$ cat src/rtl/byte_reg_arbiter_pkg.sv
// Shared types and helpers for the byte-enabled register arbiter.
// Requester indices are 3 bits wide, which allows up to MAX_REQ requesters.
package byte_reg_arbiter_pkg;

    localparam int unsigned MAX_REQ = 8;

    typedef enum logic [0:0] {
        ARB   = 1'b0,
        WRITE = 1'b1
    } state_e;

    localparam logic [0:0] ST_ARB   = 1'(ARB);
    localparam logic [0:0] ST_WRITE = 1'(WRITE);

    typedef struct packed {
        logic       valid;
        logic [2:0] idx;
    } pick_t;

    function automatic int unsigned calc_nbytes(input int unsigned width);
        return width / 8;
    endfunction

    // The winner is the first set request found scanning upward from ptr+1,
    // wrapping at nreq.
    function automatic pick_t rr_pick(input logic [MAX_REQ-1:0] req,
                                      input logic [2:0]         ptr,
                                      input int unsigned        nreq);
        pick_t      pick;
        logic [2:0] cand;
        pick = '0;
        for (int unsigned k = 1; k <= MAX_REQ; k++) begin
            cand = 3'((32'(ptr) + k) % nreq);
            if (k <= nreq && !pick.valid && req[cand]) begin
                pick.valid = 1'b1;
                pick.idx   = cand;
            end
        end
        return pick;
    endfunction

endpackage

$ cat src/rtl/byte_reg_arbiter_if.sv
// Requester-side bus of the arbiter: requests, byte enables and write data in;
// grants, shared register contents and busy out.
interface byte_reg_arbiter_if
    import byte_reg_arbiter_pkg::*;
#(
    parameter int unsigned NREQ  = 2,
    parameter int unsigned WIDTH = 16
);
    localparam int unsigned NBYTES = calc_nbytes(WIDTH);

    logic [NREQ-1:0]        req;
    logic [NREQ*NBYTES-1:0] be;
    logic [NREQ*WIDTH-1:0]  wdata;
    logic [NREQ-1:0]        gnt;
    logic [WIDTH-1:0]       q;
    logic                   busy;

    modport master (output req, be, wdata, input gnt, q, busy);
    modport slave  (input req, be, wdata, output gnt, q, busy);

endinterface

$ cat src/rtl/byte_reg_arbiter_be_reg.sv
// WIDTH-bit storage register; each byte loads from d_i when its enable bit is set.
module byte_reg_arbiter_be_reg
    import byte_reg_arbiter_pkg::*;
#(
    parameter  int unsigned WIDTH  = 16,
    localparam int unsigned NBYTES = calc_nbytes(WIDTH)
) (
    input  logic              clk,
    input  logic              resetn,
    input  logic [NBYTES-1:0] en_i,
    input  logic [WIDTH-1:0]  d_i,
    output logic [WIDTH-1:0]  q_o
);

    logic [WIDTH-1:0] q_q;

    always_ff @(posedge clk or negedge resetn) begin
        if (!resetn) begin
            q_q <= '0;
        end else begin
            for (int k = 0; k < int'(NBYTES); k++) begin
                if (en_i[k]) q_q[8*k +: 8] <= d_i[8*k +: 8];
            end
        end
    end

    assign q_o = q_q;

endmodule

$ cat src/rtl/byte_reg_arbiter.sv
// Round-robin arbiter merging one granted requester's enabled bytes per two
// cycles into a shared byte-enabled register.
//
//   state    | meaning
//   ST_ARB   | pick a winner among active requests, latch its be/wdata
//   ST_WRITE | grant pulse high; latched bytes land in the register at the edge
module byte_reg_arbiter
    import byte_reg_arbiter_pkg::*;
#(
    parameter  int unsigned NREQ   = 2,
    parameter  int unsigned WIDTH  = 16,
    localparam int unsigned NBYTES = calc_nbytes(WIDTH)
) (
    input  logic         clk,
    input  logic         resetn,
    byte_reg_arbiter_if.slave bus
);

    logic [0:0]         state_q, state_d;
    logic [2:0]         ptr_q, ptr_d;
    logic [NREQ-1:0]    gnt_q, gnt_d;
    logic [NBYTES-1:0]  be_q, be_d, be_sel, wr_en;
    logic [WIDTH-1:0]   wdata_q, wdata_d, wdata_sel;
    logic [MAX_REQ-1:0] req_pad;
    pick_t              pick;

    always_comb begin
        req_pad = '0;
        req_pad[NREQ-1:0] = bus.req;
    end

    assign pick = rr_pick(req_pad, ptr_q, NREQ);

    always_comb begin
        be_sel    = '0;
        wdata_sel = '0;
        for (int unsigned i = 0; i < NREQ; i++) begin
            if (pick.idx == 3'(i)) begin
                be_sel    = bus.be[i*NBYTES +: NBYTES];
                wdata_sel = bus.wdata[i*WIDTH +: WIDTH];
            end
        end
    end

    always_comb begin
        state_d = state_q;
        ptr_d   = ptr_q;
        gnt_d   = '0;
        be_d    = be_q;
        wdata_d = wdata_q;
        if (state_q == ST_ARB) begin
            if (pick.valid) begin
                state_d = ST_WRITE;
                ptr_d   = pick.idx;
                be_d    = be_sel;
                wdata_d = wdata_sel;
                for (int unsigned i = 0; i < NREQ; i++) begin
                    gnt_d[i] = (pick.idx == 3'(i));
                end
            end
        end else begin
            state_d = ST_ARB;
        end
    end

    // Reset drops gnt/busy asynchronously, so a write caught mid-WRITE never lands.
    always_ff @(posedge clk or negedge resetn) begin
        if (!resetn) begin
            state_q <= ST_ARB;
            ptr_q   <= 3'(NREQ - 1);
            gnt_q   <= '0;
            be_q    <= '0;
            wdata_q <= '0;
        end else begin
            state_q <= state_d;
            ptr_q   <= ptr_d;
            gnt_q   <= gnt_d;
            be_q    <= be_d;
            wdata_q <= wdata_d;
        end
    end

    assign wr_en = (state_q == ST_WRITE) ? be_q : '0;

    byte_reg_arbiter_be_reg #(.WIDTH(WIDTH)) u_be_reg (
        .clk    (clk),
        .resetn (resetn),
        .en_i   (wr_en),
        .d_i    (wdata_q),
        .q_o    (bus.q)
    );

    assign bus.gnt  = gnt_q;
    assign bus.busy = (state_q == ST_WRITE);

endmodule

$ cat src/flat_wrapper.sv
// flat-port wrapper written by rule: the top's interface ports become plain ports
module byte_reg_arbiter_flat import byte_reg_arbiter_pkg::*;
#(
    parameter  int unsigned NREQ   = 2,
    parameter  int unsigned WIDTH  = 16,
    localparam int unsigned NBYTES = calc_nbytes(WIDTH)
)
  (clk, resetn, bus_req, bus_be, bus_wdata, bus_gnt, bus_q, bus_busy);
  byte_reg_arbiter_if #(.NREQ(NREQ), .WIDTH(WIDTH)) bus_i ();
  input  logic clk;
  input  logic resetn;
  input wire logic [$bits(bus_i.req)-1:0] bus_req;
  input wire logic [$bits(bus_i.be)-1:0] bus_be;
  input wire logic [$bits(bus_i.wdata)-1:0] bus_wdata;
  output wire logic [$bits(bus_i.gnt)-1:0] bus_gnt;
  output wire logic [$bits(bus_i.q)-1:0] bus_q;
  output wire logic [$bits(bus_i.busy)-1:0] bus_busy;
  assign bus_i.req = bus_req;
  assign bus_i.be = bus_be;
  assign bus_i.wdata = bus_wdata;
  assign bus_gnt = bus_i.gnt;
  assign bus_q = bus_i.q;
  assign bus_busy = bus_i.busy;
  byte_reg_arbiter #(.NREQ(NREQ), .WIDTH(WIDTH)) u_core (.clk(clk), .resetn(resetn), .bus(bus_i));
endmodule
$ cat config.mk
export PLATFORM = sky130hd
export DESIGN_NAME = byte_reg_arbiter_flat
export DESIGN_NICKNAME = d
export VERILOG_FILES = /design/src/rtl/byte_reg_arbiter_pkg.sv /design/src/rtl/byte_reg_arbiter_if.sv /design/src/rtl/byte_reg_arbiter_be_reg.sv /design/src/rtl/byte_reg_arbiter.sv /design/src/flat_wrapper.sv
export SDC_FILE = /design/constraint.sdc
export NUM_CORES = 1
export LEC_CHECK = 0
export ABC_AREA = 1
export CAP_MARGIN = 30
export CORE_MARGIN = 1.5
export CORE_UTILIZATION = 60
export CTS_CLUSTER_SIZE = 16
export DETAILED_ROUTE_END_ITERATION = 10
export DONT_BUFFER_PORTS = 1
export PLACE_DENSITY = 0.87
export REMOVE_ABC_BUFFERS = 1
export SYNTH_ARGS = -nofsm -noshare
export SYNTH_HDL_FRONTEND = slang
export SYNTH_SLANG_ARGS = --single-unit
$ cat constraint.sdc
create_clock -name clk -period 1.5 [get_ports clk]
set_input_delay 0.375 -clock clk [delete_from_list [all_inputs] [get_ports clk]]
set_output_delay 0.375 -clock clk [all_outputs]
set_load 0.02 [all_outputs]
# [Yosys cells after proc, flatten, opt, wreduce, memory -nomap -nowiden]
# Index checks and enable logic that the tools add are counted.
[classes] add_sub_neg=2 order_cmp=2 n_eq_ne=1 mux=15 bitwise_logic=1 n_reduce_logical=4
[ops] op="$mux W16" count=2
[ops] op="$mux W2" count=5
[ops] op="$lt A1 B4 Y1 const B" count=2
[ops] op="$mux W4" count=2
[ops] op="$mux W1" count=6
[ops] op="$eq A3 B1 Y1 const B" count=1
[ops] op="$logic_not A3 Y1" count=1
[ops] op="$add A1 B1 Y1 const B" count=2
[ops] op="$reduce_and A2 Y1" count=1
[ops] op="$logic_and A1 B1 Y1" count=1
[ops] op="$logic_not A1 Y1" count=1
[ops] op="$not A1 Y1" count=1
[totals] regBits=38 in_bits=40 output_inout_bits=19 word_cells=32

# [Depth between registers and ports, before layout]
[logic_depth] depth_word=10 ltp_mapped=5 ltp_nobuf=4

# [Cells and area by module]
# From an unflattened synthesis, not the netlist that was laid out.
[unflattened] cells_unflattened=209 area_unflattened_um2=1747.9
[by_module_without_submodules] module="byte_reg_arbiter" n_inst=1 cells_per_inst=141 area_per_inst_um2=1137.3 seq_area_each_um2=551.8
[by_module_without_submodules] module="byte_reg_arbiter_be_reg" n_inst=1 cells_per_inst=68 area_per_inst_um2=610.6 seq_area_each_um2=400.4

# [Least setup slack after synthesis]
# Ideal clock, no wire load.
[synth_path] path_type="flip-flop to flip-flop" startpoint="register u_core.state_q (netlist: u_core.bus.busy)" endpoint="register u_core.wdata_q[1]" setup_ps=125 t_arrival_ps=1006 t_required_ps=1375 slack_ps=369 stages_incl_launch_ff=6 n_path_buf=1 period_less_slack_ps=1131 path_cell_list="dfrtp_1 -> inv_2 -> o21ai_2 -> buf_2 -> nand2_1 -> nand3_1"
[synth_via] elab_chain_len=2
[synth_rtl] element="start: declaration" line="byte_reg_arbiter.sv:19" rtl="logic [0:0] state_q, state_d;"
[synth_rtl] element="start signal: assignment" line="byte_reg_arbiter.sv:75" rtl="state_q <= state_d;"
[synth_rtl] element="$not A1 Y1 (no line)"
[synth_rtl] element="$reduce_and A2 Y1 (no line)"
[synth_rtl] element="end signal: assignment" line="byte_reg_arbiter.sv:79" rtl="wdata_q <= wdata_d;"
[synth_rtl] element="end: declaration" line="byte_reg_arbiter.sv:23" rtl="logic [WIDTH-1:0] wdata_q, wdata_d, wdata_sel;"
# Every way passes these cells.
# A chain may end at the register's enable or synchronous reset.

# [Worst setup path in the final report]
[layout_path] startpoint="register u_core.state_q (netlist: u_core.bus.busy)" endpoint="output bus_busy"
[layout_lines] element="end: declaration" line="flat_wrapper.sv:17" rtl="output wire logic [$bits(bus_i.busy)-1:0] bus_busy;"
# No word-level cell between the ends.

==> results by group <==
Cells and area
  – Commonest cells after routing, fill and taps aside: nand2_1 (55), nand3_1 (52), dfrtp_1 (36)
  – Final core occ: between 60% and 70%
  – Share of cells above drive strength 1: slightly above 10%
  – Nets: 225
  – Multi-input logic area: 617 µm²
  – Final instance area: 0.00175 mm²
  – Register area: 953 µm²
  – # diodes: 0
  – Commonest non-fill, non-tap cell in the layout: nand2_1
  – Fill cells: between 200 and 250
  – Area Overhead vs Synth: 5.12%

Timing
  – # setup viols final: 0
  – Max-slew violations: 0
  – Skew final: 0.00543 ns
  – Max Clk Rate: 0.712 GHz
  – Unrepaired setup endpoints after global routing: no
  – Min cycle time layout: 1.40 ns
  – Final hold vios: 0
  – Worst slew margin: 49.5%
  – Worst Tran Pin Value: between 0.7 and 0.8 ns
  – Crit share post-route: 93.6%
  – Post-Route Setup TNS: 0 ns

Placement
  – Placed inst area: between 0.0015 and 0.002 mm²
  – Global placer's final weighted congestion: 0.835
  – # port buffers: 0
  – Dpl hpwl: 2.39 mm

GRT
  – First-pass GRT wire length: 5.73 mm
  – Largest net degree at the start of global routing: 39
  – Vias in the first global route: between 1000 and 1500
  – Antenna violations before repair: 0
  – Global Route Usage Sum: 24.0%
  – GRT overflow: 0

Clock network
  – TritonCTS Buffers: 5
  – Later-pin clock latency in the skew report: around 0.35 ns
  – Postcts setup bufs: 0
  – TritonCTS clock tree: built
  – Max clock buf depth: 2
  – CTS root buf: clkbuf_4
  – CTS H-tree depth: 2
  – Reg clk slew, reported paths: roughly 0.11 ns
  – CTS Sinks: 38

Floorplanning
  – Rows: 18
  – DIE HEIGHT: 55.6 µm
  – Chip width: 55.6 µm
  – I/O pins: 59
  – Core ar.: 0.00254 mm²
  – Die area: 0.00309 mm²
  – Starting Density: 65.3%

Synth
  – Seq/Total Area, Yosys: 57.3%
  – Syn avg cell area: 9.03 µm²
  – Gate Count Post-Synth: 184
  – Mapped cell area: ~0.0017 mm²
  – Ys Warns: 0
  – Synth cell types: 15
  – Post-synthesis register bit count: 38

Setup path
  – Worst path buffer plus inverter count: 1
  – CP max FO: 8
  – Length in cells of the worst reg-to-reg path: 5
  – Worst path max stage delay: 0.49 ns
  – Crit start category: flop
  – Crit-path leading delay family: flip-flops
  – CP arrival: ~1 ns
  – Levels on crit path: 1
  – Critical path type: reg2out
  – Slowest cell on crit path: dfrtp_2
  – Critical path capture point type: primary output
  – Required time of the critical path: 1.12 ns
  – Critical path cell sequence: buf_4

Routing
  – Drt pass-1 iters: 4
  – DR vias: 1351
  – Drc violations: 0
  – WL final: 3.35 mm
  – DR vias/cell: 6.25
  – Final antenna-violating net count: 0
  – Average wire per standard cell: 15.5 µm
  – DR iter-0 viols: 64

Power
  – Peak supply drop: 1130 µV
  – Power density over cell area: approximately 1700 mW/mm²
  – Leakage: about 0.85 nW

Status
  – Outcome: complete, no violations

Hold path
  – Depth of the worst hold-timing path: 1
  – Min-Delay Path Class: in2reg

Run
  – Max cap viols: 0
-- path summary, 6_finish.rpt --
| path | startpoint | end | slack (ns) |
|---|---|---|---|
| max | u_core.bus.busy | bus_busy | 0.1 |
| min | bus_req[1] | u_core.bus.gnt[0] | 0.11 |
| max reg2reg | u_core.ptr_q[0] | u_core.wdata_q[14] | 0.25 |
| min reg2reg | u_core.ptr_q[0] | u_core.ptr_q[0] | 0.50 |
| max in group asynchronous | resetn | u_core.ptr_q[0] | 0.77 |
| min in group asynchronous | resetn | u_core.u_be_reg.q_o[4] | 0.47 |
-- metal layers --
metal	up-vias	part of all wire [%]	global-route usage (%)
li1	640	-	-
met1	644	39	32.5
met2	58	49	35.4
met3	9	9.3	9.07
met4	0	2.5	8.71
met5	-	0	0
-- repair_timing --
action                                  CTS  global route
endpoints found under the setup margin    0             1
hold buffers                              2             0
resized for setup                         0             1
hold endpoints to repair                 38             0
-- state kept, by name (all words and copies together) (netlist names) --
name,cells
u_core.u_be_reg.q_o,16
u_core.wdata_q,16
u_core.be_q,2
u_core.bus.gnt,2
u_core.bus.busy,1
u_core.ptr_q,1
-- cell type report --
class / count / share of cell area [%]
clock inverters: 1 / 0.287
repair buffers: 8 / 4.30
flip-flops and latches: 38 / 54.6
well taps: 30 / 2.15
inverters: 1 / 0.215
multi-input cells: 131 / 35.3
clock buffers: 7 / 3.15
-- synthesized netlist by cell type --
master / n / area (µm²)
buf_4: 6 / 45.0
nand4_1: 18 / 113
dfstp_2: 1 / 26.3
buf_2: 5 / 25.0
o21ai_2: 1 / 8.76
nand2_1: 55 / 206
nor2_1: 2 / 7.51
clkbuf_1: 2 / 7.51
nor2_4: 1 / 11.3
buf_6: 1 / 11.3
dfrtp_1: 37 / 926
nand3_1: 52 / 260
inv_2: 1 / 3.75
a21oi_1: 1 / 5.00
o21ai_0: 1 / 5.00
-- kinds of logic after synthesis --
family / count (synthesis) / share of synthesized area [%]
compound gates: 3 / 1.13
simple gates: 128 / 36.0
buf+inv: 15 / 5.57
flops: 38 / 57.3
-- stage by stage --
step / setup slack, ns / instances / total power, mW / hold slack [ns]
2_1_floorplan: -0.0720 / 170 / 2.17 / 0.0794
3_3_place_gp: 0.251 / 206 / 2.30 / 0.0801
3_5_place_dp: 0.198 / 206 / 2.34 / 0.0803
4_1_cts: 0.000863 / 216 / 2.90 / 0.113
5_1_grt: 0.0467 / 216 / 3.08 / 0.101
6_report: 0.0958 / 216 / 2.88 / 0.114
-- report_power, final --
part,total (mW),leakage [nW],switching (mW),internal (mW)
registers,1.83,0.467,0.485,1.35
clock network,0.546,0.0353,0.319,0.227
logic,0.504,0.351,0.305,0.199
total,2.88,0.853,1.11,1.77
Power figures use the tool's default switching activity.
